**src/rtl/mem_arbiter_pkg.sv**
```systemverilog
// Shared types for the instruction/data memory arbiter.
package mem_arbiter_pkg;

  typedef logic [31:0] dataBus_t;

  typedef enum logic [1:0] {
    IDLE  = 2'd0,
    INSTR = 2'd1,
    DATA  = 2'd2
  } arbState_t;

  typedef enum logic {
    PORT_INSTR = 1'b0,
    PORT_DATA  = 1'b1
  } arbPort_t;

  // Everything driven onto the memory bus besides req, latched at grant.
  typedef struct packed {
    logic       we;
    logic [3:0] be;
    dataBus_t   addr;
    dataBus_t   wdata;
  } mem_cmd_t;

  localparam int unsigned WDOG_W = 16;

endpackage

```
**src/rtl/mem_arbiter_watchdog.sv**
```systemverilog
// Saturating ack watchdog: counts busy cycles since the last grant.
module mem_ack_watchdog
  import mem_arbiter_pkg::*;
#(
  parameter int unsigned ACK_TIMEOUT = 255
) (
  input  logic clk,
  input  logic rst,
  input  logic clr,
  input  logic en,
  output logic expired
);

  logic [WDOG_W-1:0] cnt;

  always_ff @(posedge clk or posedge rst) begin
    if (rst)                   cnt <= '0;
    else if (clr)              cnt <= '0;
    else if (en && cnt != '1)  cnt <= cnt + 1'b1;
  end

  // Zero in the first req cycle, so the abort lands in req cycle ACK_TIMEOUT+1.
  assign expired = (cnt >= WDOG_W'(ACK_TIMEOUT));

endmodule

```
**src/rtl/mem_arbiter.sv**
```systemverilog
// Serialises instruction-fetch and data-access requests onto one req/ack memory bus.
module mem_arbiter
  import mem_arbiter_pkg::*;
#(
  parameter int unsigned ACK_TIMEOUT = 255
) (
  input  logic        clk,
  input  logic        rst,
  input  logic [3:0]  i_inst_rd_en,
  input  dataBus_t    i_inst_addr,
  output logic        o_instr_ready,
  output dataBus_t    o_instr_data,
  input  logic        i_data_rd_en_ma,
  input  logic        i_data_wr_en_ma,
  input  logic [3:0]  i_data_rd_en_ctrl,
  input  dataBus_t    i_data_addr,
  input  dataBus_t    i_data_wr,
  output logic        o_data_ready,
  output dataBus_t    o_data_rd,
  output logic        o_mem_req,
  output logic        o_mem_we,
  output logic [3:0]  o_mem_be,
  output dataBus_t    o_mem_addr,
  output dataBus_t    o_mem_wdata,
  input  logic        i_mem_ack,
  input  dataBus_t    i_mem_rdata,
  output logic        o_bus_err
);

  arbState_t state;
  arbPort_t  last_grant;
  mem_cmd_t  cmd_q, grant_cmd;
  logic      instr_done, data_done;
  logic      inst_req, data_req, inst_pend, data_pend;
  logic      grant_i, grant_d, busy, expired, ack_hit, timeout, finish;
  dataBus_t  rdata_fin;

  assign inst_req  = |i_inst_rd_en;
  assign data_req  = i_data_rd_en_ma | i_data_wr_en_ma;
  assign inst_pend = inst_req & ~instr_done & (state != INSTR);
  assign data_pend = data_req & ~data_done  & (state != DATA);

  // Data normally wins, but never twice in a row against a waiting fetch.
  assign grant_i = (state == IDLE) & inst_pend & (~data_pend | (last_grant == PORT_DATA));
  assign grant_d = (state == IDLE) & data_pend & ~grant_i;

  assign busy      = (state != IDLE);
  assign ack_hit   = busy & i_mem_ack;
  assign timeout   = busy & ~i_mem_ack & expired;
  assign finish    = ack_hit | timeout;
  assign rdata_fin = ack_hit ? i_mem_rdata : '0;

  always_comb begin
    grant_cmd = cmd_q;
    if (grant_i) begin
      grant_cmd.we   = 1'b0;
      grant_cmd.be   = i_inst_rd_en;
      grant_cmd.addr = i_inst_addr;
    end else if (grant_d) begin
      grant_cmd.we    = i_data_wr_en_ma;
      grant_cmd.be    = i_data_rd_en_ctrl;
      grant_cmd.addr  = i_data_addr;
      grant_cmd.wdata = i_data_wr;
    end
  end

  mem_ack_watchdog #(.ACK_TIMEOUT(ACK_TIMEOUT)) u_wdog (
    .clk     (clk),
    .rst     (rst),
    .clr     (grant_i | grant_d),
    .en      (busy),
    .expired (expired)
  );

  always_ff @(posedge clk or posedge rst) begin
    if (rst) begin
      state        <= IDLE;
      last_grant   <= PORT_DATA;
      cmd_q        <= '0;
      o_mem_req    <= 1'b0;
      instr_done   <= 1'b0;
      data_done    <= 1'b0;
      o_bus_err    <= 1'b0;
      o_instr_data <= '0;
      o_data_rd    <= '0;
    end else begin
      instr_done <= 1'b0;
      data_done  <= 1'b0;
      o_bus_err  <= 1'b0;
      cmd_q      <= grant_cmd;
      case (state)
        IDLE: begin
          if (grant_i) begin
            state      <= INSTR;
            o_mem_req  <= 1'b1;
            last_grant <= PORT_INSTR;
          end else if (grant_d) begin
            state      <= DATA;
            o_mem_req  <= 1'b1;
            last_grant <= PORT_DATA;
          end
        end
        INSTR: begin
          if (finish) begin
            o_instr_data <= rdata_fin;
            instr_done   <= 1'b1;
            o_bus_err    <= timeout;
            o_mem_req    <= 1'b0;
            state        <= IDLE;
          end
        end
        DATA: begin
          if (finish) begin
            if (!cmd_q.we) o_data_rd <= rdata_fin;
            data_done <= 1'b1;
            o_bus_err <= timeout;
            o_mem_req <= 1'b0;
            state     <= IDLE;
          end
        end
        default: begin
          state     <= IDLE;
          o_mem_req <= 1'b0;
        end
      endcase
    end
  end

  assign o_mem_we    = cmd_q.we;
  assign o_mem_be    = cmd_q.be;
  assign o_mem_addr  = cmd_q.addr;
  assign o_mem_wdata = cmd_q.wdata;

  // A waiting or in-flight requester sees 0; the done pulse reports completion.
  assign o_instr_ready = instr_done | (~inst_req & (state != INSTR));
  assign o_data_ready  = data_done  | (~data_req & (state != DATA));

endmodule

```
**config.mk**
```make
export PLATFORM = sky130hd
export DESIGN_NAME = mem_arbiter
export DESIGN_NICKNAME = d
export VERILOG_FILES = /design/src/rtl/mem_arbiter_pkg.sv /design/src/rtl/mem_arbiter_watchdog.sv /design/src/rtl/mem_arbiter.sv
export SDC_FILE = /design/constraint.sdc
export NUM_CORES = 1
export LEC_CHECK = 0
export ABC_AREA = 0
export CAP_MARGIN = 10
export CORE_MARGIN = 8
export CORE_UTILIZATION = 42
export CTS_CLUSTER_SIZE = 30
export DETAILED_ROUTE_END_ITERATION = 10
export PLACE_DENSITY = 0.89
export SLEW_MARGIN = 20
export SYNTH_ARGS = -nofsm -noshare
export SYNTH_HDL_FRONTEND = slang
export SYNTH_SLANG_ARGS = --single-unit
export TNS_END_PERCENT = 20
```
**constraint.sdc**
```tcl
create_clock -name clk -period 8.35 [get_ports clk]
set_input_delay 2.505 -clock clk [delete_from_list [all_inputs] [get_ports clk]]
set_output_delay 2.505 -clock clk [all_outputs]
set_load 0.05 [all_outputs]
```
==> out/metrics.cfg <==
[run_status]
status = finished, final reports clean

[logic_synthesis]
synth_top_area_share_pct = 61.0
yosys.area_share.simple_pct = 9.76
ys_types = 42
synth.largest_area_cell = dfrtp_1
synth_area_leaders = dfrtp_1 (61%), a22o_1 (9.5%), a221o_1 (5.7%)
synth_mux_area_share_pct = 6.14
avgSynthCellArea_um2 = 13.1
netlist_area_um2 = 6360
yosysWarnings = 0
synth_nets = 630
async_flop_share_pct = 100
yosysSeqAreaShare_pct = 61.4
yosys.area_share.xor_xnor_pct = 0
synth_compound_area_share_pct = 19.0
synthAdderAreaFrac_pct = 0.787
yosys_register_bits = 156
synth_top_family_by_area = compound AO/OA/AOI/OAI gates
synth_edf_count = 0
synth_ff_type = dfrtp_1
synth_cells = 485

[power_and_ir_drop]
powerDensity_nw_per_um2 = 485
leakage_nw = 4.20
total_power_mw = 4.81
ir_drop_uv = 294

[worst_setup_path]
crit_top_cell = clkdlybuf4s50_1
arrival_ns = 4.82
cp_top_family = buffers and inverters
endpoint_kind = output port
crit_required_ns = 5.85
cp_num_buf_inv = 2
slowest_stage = clkdlybuf4s50_1
critPathMaxFanout = 6
reg2regPathDepth = 7
crit_type = input pin to output port
crit_path_start_kind = input pin
slowest_delay_ns = 0.86
r2r_start = state[1]
rrSetupSlack_ns = 5.37
cp_cell_sequence = clkdlybuf4s50_1, or4_1, o21bai_1, clkdlybuf4s50_1
r2r_end = o_mem_wdata[29]

[placement]
dp_hpwl_mm = 15.1
io_buffers = 277
place.gp.congestion = 0.847
placedCellCount = 928

[clocking]
ctsRootBufferMaster = clkbuf_16
cts_resized = 0
cts_htree_levels = 4
clock_path_buffers = 2
numCtsBuffers = 17
hold_buffers = 0
cts.sinks = 156
post-cts-setup-buffers = 0
cts_tree = done
clkLatencyLatePin_ns = 0.42
path_clk_slew_ns = 0.06

[sta]
finalSetupViolations = 0
fmax_mhz = 137
period_minus_slack_ns = 7.32
slew_headroom_pct = 34.5
timing.final.hold_violations = 0
skew_ns = 0.0150
tns_ns = 0
rsz0062_at_grt = no
worst_pin_slew_ns = 0.983
slew_viol_final = 0
period_share_pct = 87.7

[die]
core_um2 = 15000
floorplan.rows = 45
start_util_pct = 42.5
fp.dieArea_um2 = 19300
io_pins = 278
die_y_um = 139
die_x_um = 139

[finish]
seq_area_um2 = 3910
fin_cells = 960
antenna_cells = 0
final_layout_size_suffix_gt1_share_pct = 9.46
multi_input_area_um2 = 2300
area_growth_pct = 56.0
nets = 904
fillers = 1074

[min_path]
min_path_type = register to register
min_to = o_mem_wdata[8]
hold_start = o_mem_wdata[8]
whs_path_depth = 1

[drt]
routed_wl_mm = 20.8
via_count = 5331
wl_per_cell_um = 21.6
drc = 0
avgViaCountPerCell = 5.55
ant_nets = 0
firstDrtPassIters = 5
drt-initial-drc-count = 319

[global_routing]
track_usage_pct = 21.5
antenna_found_initial = 1
grt_pass1_wl_mm = 33.2
grt_overflow_total = 0
grt_max_degree = 81
grt_pass1_vias = 5746

[job]
drv_cap = 0

[power by group]
group	total [mW]	switching (mW)	internal, mW
clock network	0.771	0.310	0.461
logic	2.75	1.73	1.01
registers	1.29	0.194	1.10
total	4.81	2.24	2.57
[cells by family after synthesis]
group / after synthesis
AOI/OAI and AO/OA: 140
adders and majority gates: 4
buffers and inverters: 39
DFF: 156
muxes: 35
and+or+nand+nor: 111
[cell usage in the layout (no fill, tap or decap), drive strengths merged, types with 5 or more instances in the layout]
cell type      netlist  layout
nand2                8       8
a21oi                7       7
nand4                5       5
buf                 10      10
nor3                10      10
nand3                5       5
a22o                69      69
or4                  5       5
o21ai               10      10
a221o               36      36
clkbuf              22      21
clkdlybuf4s50        0     277
o31ai                5       5
inv                  7      11
nor2                19      19
dfrtp              155     155
mux2                32      32
and2                38      38
nor4                 6       6
[registers in the layout (all words and copies together) (netlist names)]
register and flops:
last_grant 1, o_mem_we 1, o_mem_addr 32, o_data_rd 32
state 2, u_wdog.cnt 16, o_mem_be 4, o_mem_wdata 32
instr_done 1, o_bus_err 1, data_done 1, o_mem_req 1
o_instr_data 32
[through the flow]
| step | utilization, % | setup slack (ns) | cell area (um2) | hold WS, ns |
|---|---|---|---|---|
| finish | 66.2 | 1.03 | 9920 | 0.486 |
| global route | 66.2 | 0.981 | 9920 | 0.501 |
| CTS | 66.2 | 0.999 | 9920 | 0.488 |
| detailed placement | 62.3 | 1.01 | 9320 | 0.474 |
| global placement | 62.1 | 1.10 | 9310 | 0.466 |
| floorplan | - | 1.64 | 6360 | 0.439 |
[area by class of cell]
class,count,share of cell area [%]
clock inverters,11,1.34
well taps,188,2.37
clock buffers,21,4.64
repair buffers,287,28.8
inverters,7,0.315
flip-flops and latches,156,39.4
multi-input cells,290,23.2
[metal layers]
layer | global-route usage (%) | part of all wire [%] | up-vias
met3 | 8.30 | 8.9 | 19
li1 | - | - | 2407
met5 | 0 | 0.063 | -
met2 | 35.0 | 48 | 267
met1 | 25.8 | 41 | 2636
met4 | 6.59 | 1.3 | 2
[how the worst max path moves through the flow]
stage	from	slack, ns	endpoint	cells after the start
2_1_floorplan	rst	1.64	data_done	1
3_3_place_gp	i_inst_rd_en[2]	1.10	o_instr_ready	4
3_5_place_dp	i_inst_rd_en[2]	1.01	o_instr_ready	4
4_1_cts	i_inst_rd_en[2]	1.0	o_instr_ready	4
5_1_grt	i_inst_rd_en[2]	0.98	o_instr_ready	4
6_report	i_inst_rd_en[2]	1.03	o_instr_ready	4
[cells in the mapped netlist (8+ instances only)]
master,count
mux2_1,9
a22o_1,69
o21ai_0,10
a221o_1,36
nand2_1,8
dfrtp_1,155
mux2_2,23
nor2_1,19
and2_1,38
nor3_1,10
clkbuf_1,22
Power figures use the tool's default switching activity.
==> variant (same settings) <==
The package constant `WDOG_W` goes from 16 to 32.
--- a/src/rtl/mem_arbiter_pkg.sv
+++ b/src/rtl/mem_arbiter_pkg.sv
@@ -24,3 +24,3 @@
 
-  localparam int unsigned WDOG_W = 16;
+  localparam int unsigned WDOG_W = 32;
 
Formal check against the unedited RTL: same outputs for any inputs over 4 cycles, from zero or initial values and one cycle with rst high; that may be too few to reach the edited logic, so the function may still have changed.
==> variant against the original RTL <==
- register-to-register slack better by 0.15 ns
- first-iteration DRC count up 30%
- wire length up 8.4%
- total power up 4.6%
- sequential cell count up 16
- critical path depth unchanged
- design area up 12%
- sequential share of layout area down 0.69 points
- combinational power up 3%
- count of clock-buffer cells in the layout down 4
- synthesized area up 19%
- worst setup slack better by 0.33 ns
- global-route usage down 1.6 points
- largest power group unchanged
==> variant: results (changes against the original RTL) <==
| Metric | Value |
|---|---|
| Crit path DAT | `4.48 ns (was 4.82 ns)` |
| Wire per inst | `19.2 um (was 21.6 um)` |
| First-pass GRT wire length | `35.8 mm (was 33.2 mm)` |
| Adder-cell area share of the yosys netlist | `0.660% (was 0.787%)` |
| Syn nets | `819 (was 630)` |
| Ratio of cells with drive above 1 in the final layout | `10.2% (was 9.46%)` |
| Status | `completed (unchanged)` |
| Hold Crit Class | `flip-flop to flip-flop (unchanged)` |
| Num CTS Buffers | `17 (unchanged)` |
| Initial antenna violation count | `0 (was 1)` |
| Worst-Margin Slew | `0.956 ns (was 0.983 ns)` |
| Average size of a mapped cell | `11.2 um^2 (was 13.1 um^2)` |
| Vias/cell | `5.49 (was 5.55)` |
| Asr flop ratio synth | `100% (unchanged)` |
| Clock transition at the registers of the reported paths | `0.07 ns` |
| Final-stage net count | `1074 (was 904)` |
| Cts repair resizes | `0 (unchanged)` |
| Diode count | `0 (unchanged)` |
| Sequential-to-total area share from yosys stat | `56.8% (was 61.4%)` |
| Worst-path maximum fanout | `5 (was 6)` |
| Vias in the first global route | `6764 (was 5746)` |
| Root Buffer | `clkbuf_16 (unchanged)` |
| GRT Overall Usage | `19.9% (was 21.5%)` |
| Gp weighted congestion | `0.842 (was 0.847)` |
| Worst clock skew | `0.0138 ns (was 0.0150 ns)` |
| Clk_lat worst skew | `0.43 ns` |
| Unique masters post-synth | `56 (was 42)` |
| M1 WL | `8.61 mm (was 8.57 mm)` |
| Largest net degree at the start of global routing | `112 (was 81)` |
| Final HPWL DP | `15.9 mm (was 15.1 mm)` |
| Synth Area in Compound Gates | `16.2% (was 19.0%)` |
| XOR/XNOR Fraction of Synth Area | `2.66% (was 0%)` |
| Slowest stage delay, CP | `0.82 ns (was 0.86 ns)` |
| Critical-path top delay cell | `clkdlybuf4s50_1 (unchanged)` |
| Max IR drop VDD | `0.325 mV (was 0.294 mV)` |
| Main combinational cell family by area after synthesis | `compound AO/OA/AOI/OAI gates (unchanged)` |
| Yosys warns | `0 (unchanged)` |
| Top sig layer | `met4 (was met5)` |
| Top cells by area, synth | `dfrtp_1 56%, a32o_1 8.7%, mux2_2 4.6% (was dfrtp_1 61%, a22o_1 9.5%, a221o_1 5.7%)` |
| Row count | `49 (was 45)` |
| Via Count | `6429 (was 5331)` |
| Post-synthesis mux area share | `4.88% (was 6.14%)` |
| P_leak | `0.00452 uW (was 0.00420 uW)` |
| Met2 WL post-DR | `11.0 mm (was 10.1 mm)` |
| 1st-iter DRT viols | `415 (was 319)` |
| Cells after DPL | `1138 (was 928)` |
| TritonRoute pass-1 iters | `5 (unchanged)` |
| DR WL met3 | `2.22 mm (was 1.84 mm)` |
| Pre-CTS setup slack | `1.36 ns (was 1.01 ns)` |
| Number of I/O port buffers | `277 (unchanged)` |
| Post-synth top cells | `171 x dfrtp_1, 92 x nand2_1, 70 x nor2_1, 66 x a32o_1, 36 x a31oi_1 (was 155 x dfrtp_1, 69 x a22o_1, 38 x and2_1, 36 x a221o_1, 23 x mux2_2)` |
| H-Tree Depth | `4 (unchanged)` |
| Max Root-Sink Buffers | `2 (unchanged)` |
-- variant: report_power, final --
group          internal (uW)  switching, uW
Combinational            974           1850
Clock                    464            382
Sequential              1180            183
Total                   2620           2420
-- variant: worst paths after layout --
kind | startpoint | end | slack [ns] | cells after the start
worst min register to register | o_data_rd[15] | o_data_rd[15] | 0.49 | 1
worst min-delay path | o_data_rd[15] | o_data_rd[15] | 0.49 | 1
min in group asynchronous | rst | o_mem_wdata[16] | 2.48 | 2
worst max-delay path | i_inst_rd_en[3] | o_instr_ready | 1.36 | 4
max in group asynchronous | rst | o_data_rd[18] | 4.38 | 4
worst max register to register | state[0] | u_wdog.cnt[31] | 5.52 | 9
-- variant: cells by family (layout without fill, tap and decap cells) --
group | after synthesis | after routing
fa+ha+maj | 4 | 4
buf+inv | 62 | 330
flops | 172 | 172
simple gates | 230 | 230
xor+xnor | 23 | 23
mux | 33 | 33
compound gates | 150 | 150
-- variant: routing by layer --
layer	track usage, %	vias to the layer above
li1	-	2976
met4	8.00	0
met1	23.0	3149
met3	8.24	46
met5	0	-
met2	32.1	258
-- variant: layout make-up --
| class | count | area, um^2 |
|---|---|---|
| tap | 229 | 287 |
| clock buffer | 17 | 425 |
| timing repair buffer | 288 | 2870 |
| fill | 1356 | 6710 |
| inverter | 10 | 42.5 |
| multi-input combinational | 440 | 2980 |
| sequential | 172 | 4310 |
| clock inverter | 15 | 215 |
-- variant: per-stage QoR --
stage / utilization, % / instance area [um^2]
after floorplan: - / 7580
after global placement: 58.6 / 10500
after detailed placement: 58.6 / 10500
after CTS: 62.2 / 11100
after global routing: 62.4 / 11100
final: 62.4 / 11100
-- variant: worst max-delay path: cells and delay by family --
family	cells	cell delay, ns
buffers and inverters	2	1.25
AOI/OAI and AO/OA	1	0.15
and+or+nand+nor	1	0.58
